===== config.mk =====
export PLATFORM = sky130hd
export DESIGN_NAME = wash_run_flat
export DESIGN_NICKNAME = d
export VERILOG_FILES = /design/src/rtl/wash_run_if.sv /design/src/rtl/wash_run.sv /design/src/flat_wrapper.sv
export SDC_FILE = /design/constraint.sdc
export NUM_CORES = 1
export LEC_CHECK = 0
export CORE_ASPECT_RATIO = 0.6
export CORE_MARGIN = 2
export CORE_UTILIZATION = 25
export CTS_CLUSTER_SIZE = 30
export DETAILED_ROUTE_END_ITERATION = 8
export HOLD_SLACK_MARGIN = 0.02
export PLACE_DENSITY_LB_ADDON = 0.25
export SYNTH_ARGS = -nofsm -noshare
export SYNTH_HDL_FRONTEND = slang
export SYNTH_SLANG_ARGS = --single-unit
export TNS_END_PERCENT = 20

===== constraint.sdc =====
create_clock -name clk_i -period 2.4 [get_ports clk_i]
set_input_delay 0.24 -clock clk_i [delete_from_list [all_inputs] [get_ports clk_i]]
set_output_delay 0.24 -clock clk_i [all_outputs]
set_load 0.02 [all_outputs]

===== src/rtl/wash_run_if.sv =====
// Setup-stage <-> wash executor signal bundle.
// master: setup stage / stimulus side; slave: the wash_run executor.
interface wash_run_if;
  logic               start;
  logic [1:0]         mode;
  logic [4:0]         weight;
  logic signed [11:0] bal_in;
  logic               pause;
  logic               busy;
  logic [2:0]         phase_led;
  logic [11:0]        rem_bcd;
  logic signed [11:0] bal_out;
  logic               bal_upd;
  logic               rej;
  logic               done;
  logic               buzzer;

  modport master (
    output start, mode, weight, bal_in, pause,
    input  busy, phase_led, rem_bcd, bal_out, bal_upd, rej, done, buzzer
  );

  modport slave (
    input  start, mode, weight, bal_in, pause,
    output busy, phase_led, rem_bcd, bal_out, bal_upd, rej, done, buzzer
  );
endinterface


===== src/rtl/wash_run.sv =====
// Washing-cycle executor: fee check/deduction, wash/rinse/spin sequencing on a 1 s tick, BCD countdown.
// Optional completion buzzer enabled by defining WASH_ALARM_EN.
module wash_run #(
  parameter int unsigned TICK_CYCLES  = 100_000_000,
  parameter int unsigned ALARM_CYCLES = 250_000_000
) (
  input  logic     clk_i,
  input  logic     rst_ni,
  wash_run_if.slave bus
);

  localparam int unsigned TICK_W = (TICK_CYCLES > 1) ? $clog2(TICK_CYCLES) : 1;
  localparam logic [TICK_W-1:0] TICK_LAST = TICK_W'(TICK_CYCLES - 1);

  if (TICK_CYCLES == 0 || ALARM_CYCLES == 0) begin : g_cfg_err
    $error("wash_run: TICK_CYCLES and ALARM_CYCLES must be nonzero");
  end

  typedef enum logic [2:0] {S_IDLE, S_WASH, S_RINSE, S_SPIN, S_DONE} state_e;

  // Per-mode program table
  function automatic logic [4:0] wash_len(input logic [1:0] m);
    case (m)
      2'd0:    return 5'd0;
      2'd1:    return 5'd10;
      2'd2:    return 5'd15;
      default: return 5'd20;
    endcase
  endfunction

  function automatic logic [4:0] rinse_len(input logic [1:0] m);
    case (m)
      2'd0:    return 5'd0;
      2'd1:    return 5'd6;
      2'd2:    return 5'd8;
      default: return 5'd10;
    endcase
  endfunction

  function automatic logic [4:0] spin_len(input logic [1:0] m);
    case (m)
      2'd0:    return 5'd5;
      2'd1:    return 5'd4;
      2'd2:    return 5'd5;
      default: return 5'd6;
    endcase
  endfunction

  function automatic logic [11:0] fee_of(input logic [1:0] m);
    case (m)
      2'd0:    return 12'd3;
      2'd1:    return 12'd5;
      2'd2:    return 12'd8;
      default: return 12'd12;
    endcase
  endfunction

  function automatic logic [4:0] max_w_of(input logic [1:0] m);
    case (m)
      2'd0:    return 5'd20;
      2'd1:    return 5'd5;
      2'd2:    return 5'd10;
      default: return 5'd20;
    endcase
  endfunction

  // Total seconds of the program, already in BCD
  function automatic logic [11:0] total_bcd(input logic [1:0] m);
    case (m)
      2'd0:    return 12'h005;
      2'd1:    return 12'h020;
      2'd2:    return 12'h028;
      default: return 12'h036;
    endcase
  endfunction

  function automatic logic [11:0] bcd_dec(input logic [11:0] v);
    logic [3:0] h, t, u;
    {h, t, u} = v;
    if (u != 4'd0) begin
      u = u - 4'd1;
    end else begin
      u = 4'd9;
      if (t != 4'd0) begin
        t = t - 4'd1;
      end else begin
        t = 4'd9;
        h = h - 4'd1;
      end
    end
    return {h, t, u};
  endfunction

  state_e             state_q, state_d;
  logic [TICK_W-1:0]  tick_q, tick_d;
  logic [4:0]         phase_q, phase_d;
  logic [11:0]        rem_q, rem_d;
  logic signed [11:0] bal_q, bal_d;
  logic [1:0]         mode_q, mode_d;
  logic               bal_upd_q, bal_upd_d;
  logic               rej_q, rej_d;
  logic               done_q, done_d;
  logic               busy_q, busy_d;
  logic [2:0]         led_q, led_d;
  logic               accept_c;

`ifdef WASH_ALARM_EN
  localparam int unsigned ALARM_W = (ALARM_CYCLES > 1) ? $clog2(ALARM_CYCLES) : 1;
  localparam logic [ALARM_W-1:0] ALARM_LAST = ALARM_W'(ALARM_CYCLES - 1);
  logic [ALARM_W-1:0] alarm_q, alarm_d;
  logic               buzzer_q, buzzer_d;
`endif

  assign accept_c = ($signed(bus.bal_in) >= $signed(fee_of(bus.mode))) &&
                    (bus.weight <= max_w_of(bus.mode)) && (bus.weight != 5'd0);

  always_comb begin
    state_d   = state_q;
    tick_d    = tick_q;
    phase_d   = phase_q;
    rem_d     = rem_q;
    bal_d     = bal_q;
    mode_d    = mode_q;
    bal_upd_d = 1'b0;
    rej_d     = 1'b0;
    done_d    = 1'b0;
`ifdef WASH_ALARM_EN
    alarm_d   = alarm_q;
    buzzer_d  = 1'b0;
`endif
    case (state_q)
      S_IDLE: begin
        if (bus.start) begin
          if (accept_c) begin
            bal_d     = bus.bal_in - $signed(fee_of(bus.mode));
            bal_upd_d = 1'b1;
            rem_d     = total_bcd(bus.mode);
            mode_d    = bus.mode;
            tick_d    = '0;
            if (wash_len(bus.mode) != 5'd0) begin
              state_d = S_WASH;
              phase_d = wash_len(bus.mode);
            end else begin
              state_d = S_SPIN;
              phase_d = spin_len(bus.mode);
            end
          end else begin
            rej_d = 1'b1;
          end
        end
      end
      S_WASH, S_RINSE, S_SPIN: begin
        if (!bus.pause) begin
          if (tick_q == TICK_LAST) begin
            tick_d  = '0;
            rem_d   = bcd_dec(rem_q);
            phase_d = phase_q - 5'd1;
            if (rem_q == 12'h001) begin
              state_d = S_DONE;
              done_d  = 1'b1;
`ifdef WASH_ALARM_EN
              alarm_d  = '0;
              buzzer_d = 1'b1;
`endif
            end else if (phase_q == 5'd1) begin
              // Advance to the next phase with nonzero length
              if (state_q == S_WASH && rinse_len(mode_q) != 5'd0) begin
                state_d = S_RINSE;
                phase_d = rinse_len(mode_q);
              end else begin
                state_d = S_SPIN;
                phase_d = spin_len(mode_q);
              end
            end
          end else begin
            tick_d = tick_q + TICK_W'(1);
          end
        end
      end
      S_DONE: begin
`ifdef WASH_ALARM_EN
        if (alarm_q == ALARM_LAST) begin
          state_d = S_IDLE;
        end else begin
          alarm_d  = alarm_q + ALARM_W'(1);
          buzzer_d = 1'b1;
        end
`else
        state_d = S_IDLE;
`endif
      end
      default: state_d = S_IDLE;
    endcase

    busy_d = (state_d == S_WASH) || (state_d == S_RINSE) || (state_d == S_SPIN);
    case (state_d)
      S_WASH:  led_d = 3'b001;
      S_RINSE: led_d = 3'b010;
      S_SPIN:  led_d = 3'b100;
      default: led_d = 3'b000;
    endcase
  end

  always_ff @(posedge clk_i or negedge rst_ni) begin
    if (!rst_ni) begin
      state_q   <= S_IDLE;
      tick_q    <= '0;
      phase_q   <= '0;
      rem_q     <= '0;
      bal_q     <= '0;
      mode_q    <= '0;
      bal_upd_q <= 1'b0;
      rej_q     <= 1'b0;
      done_q    <= 1'b0;
      busy_q    <= 1'b0;
      led_q     <= '0;
    end else begin
      state_q   <= state_d;
      tick_q    <= tick_d;
      phase_q   <= phase_d;
      rem_q     <= rem_d;
      bal_q     <= bal_d;
      mode_q    <= mode_d;
      bal_upd_q <= bal_upd_d;
      rej_q     <= rej_d;
      done_q    <= done_d;
      busy_q    <= busy_d;
      led_q     <= led_d;
    end
  end

`ifdef WASH_ALARM_EN
  always_ff @(posedge clk_i or negedge rst_ni) begin
    if (!rst_ni) begin
      alarm_q  <= '0;
      buzzer_q <= 1'b0;
    end else begin
      alarm_q  <= alarm_d;
      buzzer_q <= buzzer_d;
    end
  end
  assign bus.buzzer = buzzer_q;
`else
  assign bus.buzzer = 1'b0;
`endif

  assign bus.busy      = busy_q;
  assign bus.phase_led = led_q;
  assign bus.rem_bcd   = rem_q;
  assign bus.bal_out   = bal_q;
  assign bus.bal_upd   = bal_upd_q;
  assign bus.rej       = rej_q;
  assign bus.done      = done_q;

endmodule


===== src/flat_wrapper.sv =====
// flat-port wrapper written by rule: the top's interface ports become plain ports
module wash_run_flat 
#(
  parameter int unsigned TICK_CYCLES  = 100_000_000,
  parameter int unsigned ALARM_CYCLES = 250_000_000
)
  (clk_i, rst_ni, bus_start, bus_mode, bus_weight, bus_bal_in, bus_pause, bus_busy, bus_phase_led, bus_rem_bcd, bus_bal_out, bus_bal_upd, bus_rej, bus_done, bus_buzzer);
  wash_run_if bus_i ();
  input  logic clk_i;
  input  logic rst_ni;
  input wire logic [$bits(bus_i.start)-1:0] bus_start;
  input wire logic [$bits(bus_i.mode)-1:0] bus_mode;
  input wire logic [$bits(bus_i.weight)-1:0] bus_weight;
  input wire logic [$bits(bus_i.bal_in)-1:0] bus_bal_in;
  input wire logic [$bits(bus_i.pause)-1:0] bus_pause;
  output wire logic [$bits(bus_i.busy)-1:0] bus_busy;
  output wire logic [$bits(bus_i.phase_led)-1:0] bus_phase_led;
  output wire logic [$bits(bus_i.rem_bcd)-1:0] bus_rem_bcd;
  output wire logic [$bits(bus_i.bal_out)-1:0] bus_bal_out;
  output wire logic [$bits(bus_i.bal_upd)-1:0] bus_bal_upd;
  output wire logic [$bits(bus_i.rej)-1:0] bus_rej;
  output wire logic [$bits(bus_i.done)-1:0] bus_done;
  output wire logic [$bits(bus_i.buzzer)-1:0] bus_buzzer;
  assign bus_i.start = bus_start;
  assign bus_i.mode = bus_mode;
  assign bus_i.weight = bus_weight;
  assign bus_i.bal_in = bus_bal_in;
  assign bus_i.pause = bus_pause;
  assign bus_busy = bus_i.busy;
  assign bus_phase_led = bus_i.phase_led;
  assign bus_rem_bcd = bus_i.rem_bcd;
  assign bus_bal_out = bus_i.bal_out;
  assign bus_bal_upd = bus_i.bal_upd;
  assign bus_rej = bus_i.rej;
  assign bus_done = bus_i.done;
  assign bus_buzzer = bus_i.buzzer;
  wash_run #(.TICK_CYCLES(TICK_CYCLES), .ALARM_CYCLES(ALARM_CYCLES)) u_core (.clk_i(clk_i), .rst_ni(rst_ni), .bus(bus_i));
endmodule

# After elaboration in Yosys (flattened, before gate mapping)
# Index checks and enable logic that the tools add are counted.
# totals
register_bits	68
latchBits	0
ram_bits	0
rom_bits	0
in_bits	23
output_inout_bits	32
word_cells	124
memories	0
# op_classes
add_sub_neg	6
mul	0
n_div	0
magnitude_cmp	2
n_eq_ne	19
shift	0
n_mux	62
bitwise_logic	0
reduce_logical	22
# ops
op	n
$mux W27	4
$mux W12	7
$mux W5	16
$pmux W27 S2	1
$add A27 B1 Y27 const B	1
$eq A27 B27 Y1 const B	1
$pmux W12 S2	1
$pmux W4 S3	2
$mux W4	5
$pmux W5 S2	2
$mux W3	6
$pmux W6 S3	1
$pmux W5 S3	1
$reduce_bool A5 Y1	3
$eq A12 B1 Y1 const B	1
$eq A3 B2 Y1 const B	4
$ge A12 B5 Y1	1
$sub A12 B12 Y12	1
$sub A4 B1 Y4 const B	3
$mux W1	11
$pmux W3 S3	1
$ne A2 B2 Y1 const B	4
$pmux W2 S2	2
$reduce_bool A4 Y1	2
21 further kinds	30

# Depth between registers and ports, before layout
# depth
word_depth	18
depth_mapped	15
depth_no_buf	14

# Worst setup path after synthesis
# OpenSTA, ideal clock, no wires.
# synth_path
path_kind	input to register
startpoint	input bus_mode[0]
endpoint	register u_core.led_q[0], in the netlist u_core.bus.phase_led[0]
arrival_ns	2.518
path_slack_ns	-0.238
path_stages	14
path_buffers	0
path_cell_list	inv_1 -> ha_1 -> nor2_1 -> nor2_1 -> ha_1 -> inv_1 -> fa_1 -> a21o_1 -> a211oi_2 -> a221oi_1 -> nand3_1 -> inv_2 -> a211o_1 -> and3_1
# synth_lines
item	line_no	rtl
start, declared	flat_wrapper.sv:12	input wire logic [$bits(bus_i.mode)-1:0] bus_mode;
$eq A2 B2 Y1 (tied with other cells)	wash_run.sv:50, wash_run.sv:59	
$pmux W4 S3 / $pmux W5 S2 (equally long branches)	wash_run.sv:50, wash_run.sv:59	
$ge A12 B5 Y1 / $le A5 B5 Y1 (equally long branches)	wash_run.sv:114, wash_run.sv:115	
$logic_and A1 B1 Y1 *	wash_run.sv:114	assign accept_c = ($signed(bus.bal_in) >= $signed(fee_of(bus.mode))) &&
$logic_and A1 B1 Y1 *	wash_run.sv:115	(bus.weight <= max_w_of(bus.mode)) && (bus.weight != 5'd0);
$mux W3 *	wash_run.sv:134	if (accept_c) begin
$mux W3 *	wash_run.sv:133	if (bus.start) begin
$pmux W3 S2 *	wash_run.sv:131	case (state_q)
via u_core.state_d[0]	wash_run.sv:94	state_e state_q, state_d;
$eq A3 B2 Y1 / $eq A3 B1 Y1 (equally long branches)	wash_run.sv:196	case (state_d)
$pmux W3 S3 *	wash_run.sv:196	
via u_core.led_d[0]	wash_run.sv:104	logic [2:0] led_q, led_d;
end signal, assigned	wash_run.sv:228	led_q <= led_d;
end, declared	wash_run.sv:104	
# The timed path passes the listed nets; every way through them passes the cells marked *. The select of a mux whose other input is x is not followed.
# A chain may end at the register's enable or synchronous reset.

# Worst setup path after layout
# layout_path
startpoint	input bus_mode[1]
endpoint	register u_core.led_q[0], in the netlist u_core.bus.phase_led[0]
# The elaborated chain is that of the path after synthesis.

==> metrics.yaml <==
routed_via_density: 4.93
dp_hpwl_um: 9300
synth_seq_cells: 68
die_area_um2: 17400
r2r-end: "u_core.bus.phase_led[0]"
hold_violations: 0
rrSetupSlack_ns: 0.12
portBuffers: 53
async_flop_share_pct: 100
drt_first_pass_iters: 5
peakVddDrop_v: 0.000303
stdcell_count: 807
syn_inst: 469
cp-end-kind: "register"
antennaDiodeCount: 0
rows: 36
hold_path.startpoint: "bus_mode[0]"
grt_pass1_wl_um: 20200
area_growth_pct: 46.4
grt_max_degree: 69
p_total_mw: 3.07
final_max_slew_viol_count: 0
grt_pass1_vias: 3705
synth_area_leader_cell: "dfrtp_1"
synthDistinctLibCells: 60
synth_edf_count: 0
cts_tree: "built"
gp_congestion: 0.822
fmax_mhz: 431
cp_data_arrival_time_ns: 2.53
path_class: "in -> reg"
min_path_cells: 3
io_pins: 55
antenna_found_initial: 0
dpl_worst_slack_ns: -0.881
required_ns: 2.61
clockBufferDepth: 2
synth_area_per_cell_um2: 8.72
fin_worst_skew_ns: 0.0100
wl_um: 12700
synthTopCellsByCount: "dfrtp_1, o21ai_0, nand2_1, nor2_1, a21oi_1"
cts_buffers: 9
syn_area_um2: 4090
p_leak_nw: 2.50
final_antenna_net_count: 0
grtUsageTotal_pct: 14.9
min_period_ns: 2.32
crit_fanout: 4
min_path_type: "in -> reg"
clockRootBuffer: "clkbuf_16"
rsz0062_at_grt: "true"
wire_per_inst_um: 15.7
power.density_nw_per_um2: 512
clkTransAtPathRegs_ns: 0.06
clk_latency_ns: 0.33
synth.most_common_cell: "dfrtp_1"
coreArea_um2: 16100
drive_gt1_share_pct: 23.9
finalSetupTns_ns: 0
r2r_cells: 7
route.detailed.drc: 0
post-route-period-util_pct: 96.6
synth_top_flop_cell: "dfrtp_1"
min_to: "u_core.mode_q[0]"
setup_viol: 0
synthTopCellsByArea: "dfrtp_1, o21ai_0, ha_1"
cp-start-kind: "input port"
cap_viol_max_count: 0
synth_warnings: 0
hold_slack_ns: 0.185
layout.nets: 638
start_util_pct: 25.3
final_cell_area_um2: 5980
fill_cells: 1580
synth.top_cell.area_share_pct: 41.6
synth_nets: 514
die_w_um: 169
r2r-start: "u_core.bus.rem_bcd[9]"
vias: 3980
drt_iter0_drc: 336
die_height_um: 103
status: "finished clean"
gr-total-overflow: 0
dp.cells: 774
htreeDepth: 3
fin_ws_ns: 0.0805
synth-seq-area-share_pct: 41.6
dpl_cell_area_um2: 5370
utilization_pct: 37.1
clock-sinks: 68
per-layer routing:
layer / vias to the layer above / part of all wire (%) / global-route usage (%)
li1: 1951 / - / -
met1: 1934 / 55 / 23.5
met2: 87 / 41 / 21.2
met3: 8 / 3.5 / 2.30
met4: 0 / 0.77 / 2.76
met5: - / 0 / 0
how the worst max path moves through the flow:
stage                startpoint                      end  slack, ns  cells after the start
CTS                 bus_mode[0]  u_core.bus.phase_led[0]      -0.02                     15
global route        bus_mode[1]  u_core.bus.phase_led[0]      -0.03                     15
floorplan           bus_mode[1]  u_core.bus.phase_led[0]      -0.01                     14
finish              bus_mode[1]  u_core.bus.phase_led[0]       0.08                     15
global placement    bus_mode[0]  u_core.bus.phase_led[0]      -0.77                     15
detailed placement  bus_mode[0]  u_core.bus.phase_led[0]      -0.88                     15
worst max-delay path, cell delays in order:
cell	delay, ns
buf_12	0.11
inv_8	0.06
ha_4	0.12
nor2_2	0.03
nor2_1	0.12
ha_2	0.21
inv_2	0.04
fa_2	0.33
a21o_1	0.22
a211oi_4	0.31
a221oi_2	0.13
nand3_2	0.13
inv_2	0.05
a211o_1	0.26
and3_1	0.18
what timing repair did:
item | 4_1_cts | 5_1_grt
cloned | 0 | 2
gates resized for setup | 25 | 27
setup endpoints to repair | 66 | 58
setup buffers | 9 | 5
pin swaps | 11 | 15
hold buffers | 1 | 0
hold endpoints to repair | 68 | 0
registers in the layout, summed over array words and instances (netlist names):
name / count
u_core.bus.phase_led: 3
u_core.bus.bal_out: 12
u_core.bus.done: 1
u_core.state_q: 3
u_core.bus.bal_upd: 1
u_core.bus.busy: 1
u_core.bus.rej: 1
u_core.phase_q: 5
u_core.mode_q: 2
u_core.tick_q: 27
u_core.bus.rem_bcd: 12
cell usage in the layout, fill, tap and decap left out, drive strengths merged, types with 3 or more instances in the layout:
cell,count
nand3,15
xnor2,8
xor2,3
clkdlybuf4s50,49
nor4,5
dfrtp,68
ha,21
or4,5
nor4b,3
or3,6
a21oi,30
nor3,12
nand2b,4
a31oi,12
inv,17
o21ai,68
and3,8
nand2,52
or2,6
clkinv,4
clkbuf,11
nand4,9
and2,3
and4,8
o31ai,16
buf,84
nor2,37
cells by family after synthesis:
family                   synth area share, %
buffers and inverters                   4.56
AND/OR/NAND/NOR                         23.1
adder cells (fa/ha/maj)                 6.92
other                                 0.0917
XOR/XNOR                                2.36
AO/OA/AOI/OAI                           21.3
flip-flops                              41.6
layout make-up:
type | count | area [um2] | share of cell area [%]
Multi-Input combinational cell | 360 | 2370 | 39.5
Sequential cell | 68 | 1700 | 28.4
Tap cell | 209 | 262 | 4.37
Timing Repair Buffer | 136 | 1260 | 21.1
Clock inverter | 6 | 63.8 | 1.07
Clock buffer | 10 | 239 | 3.99
Inverter | 18 | 87.6 | 1.46
report_power, final:
part / leakage [nW] / switching [mW] / internal, mW
clock network: 0.144 / 0.519 / 0.831
logic: 1.48 / 0.240 / 0.232
registers: 0.876 / 0.0485 / 1.20
(Power assumes the default switching activity.)
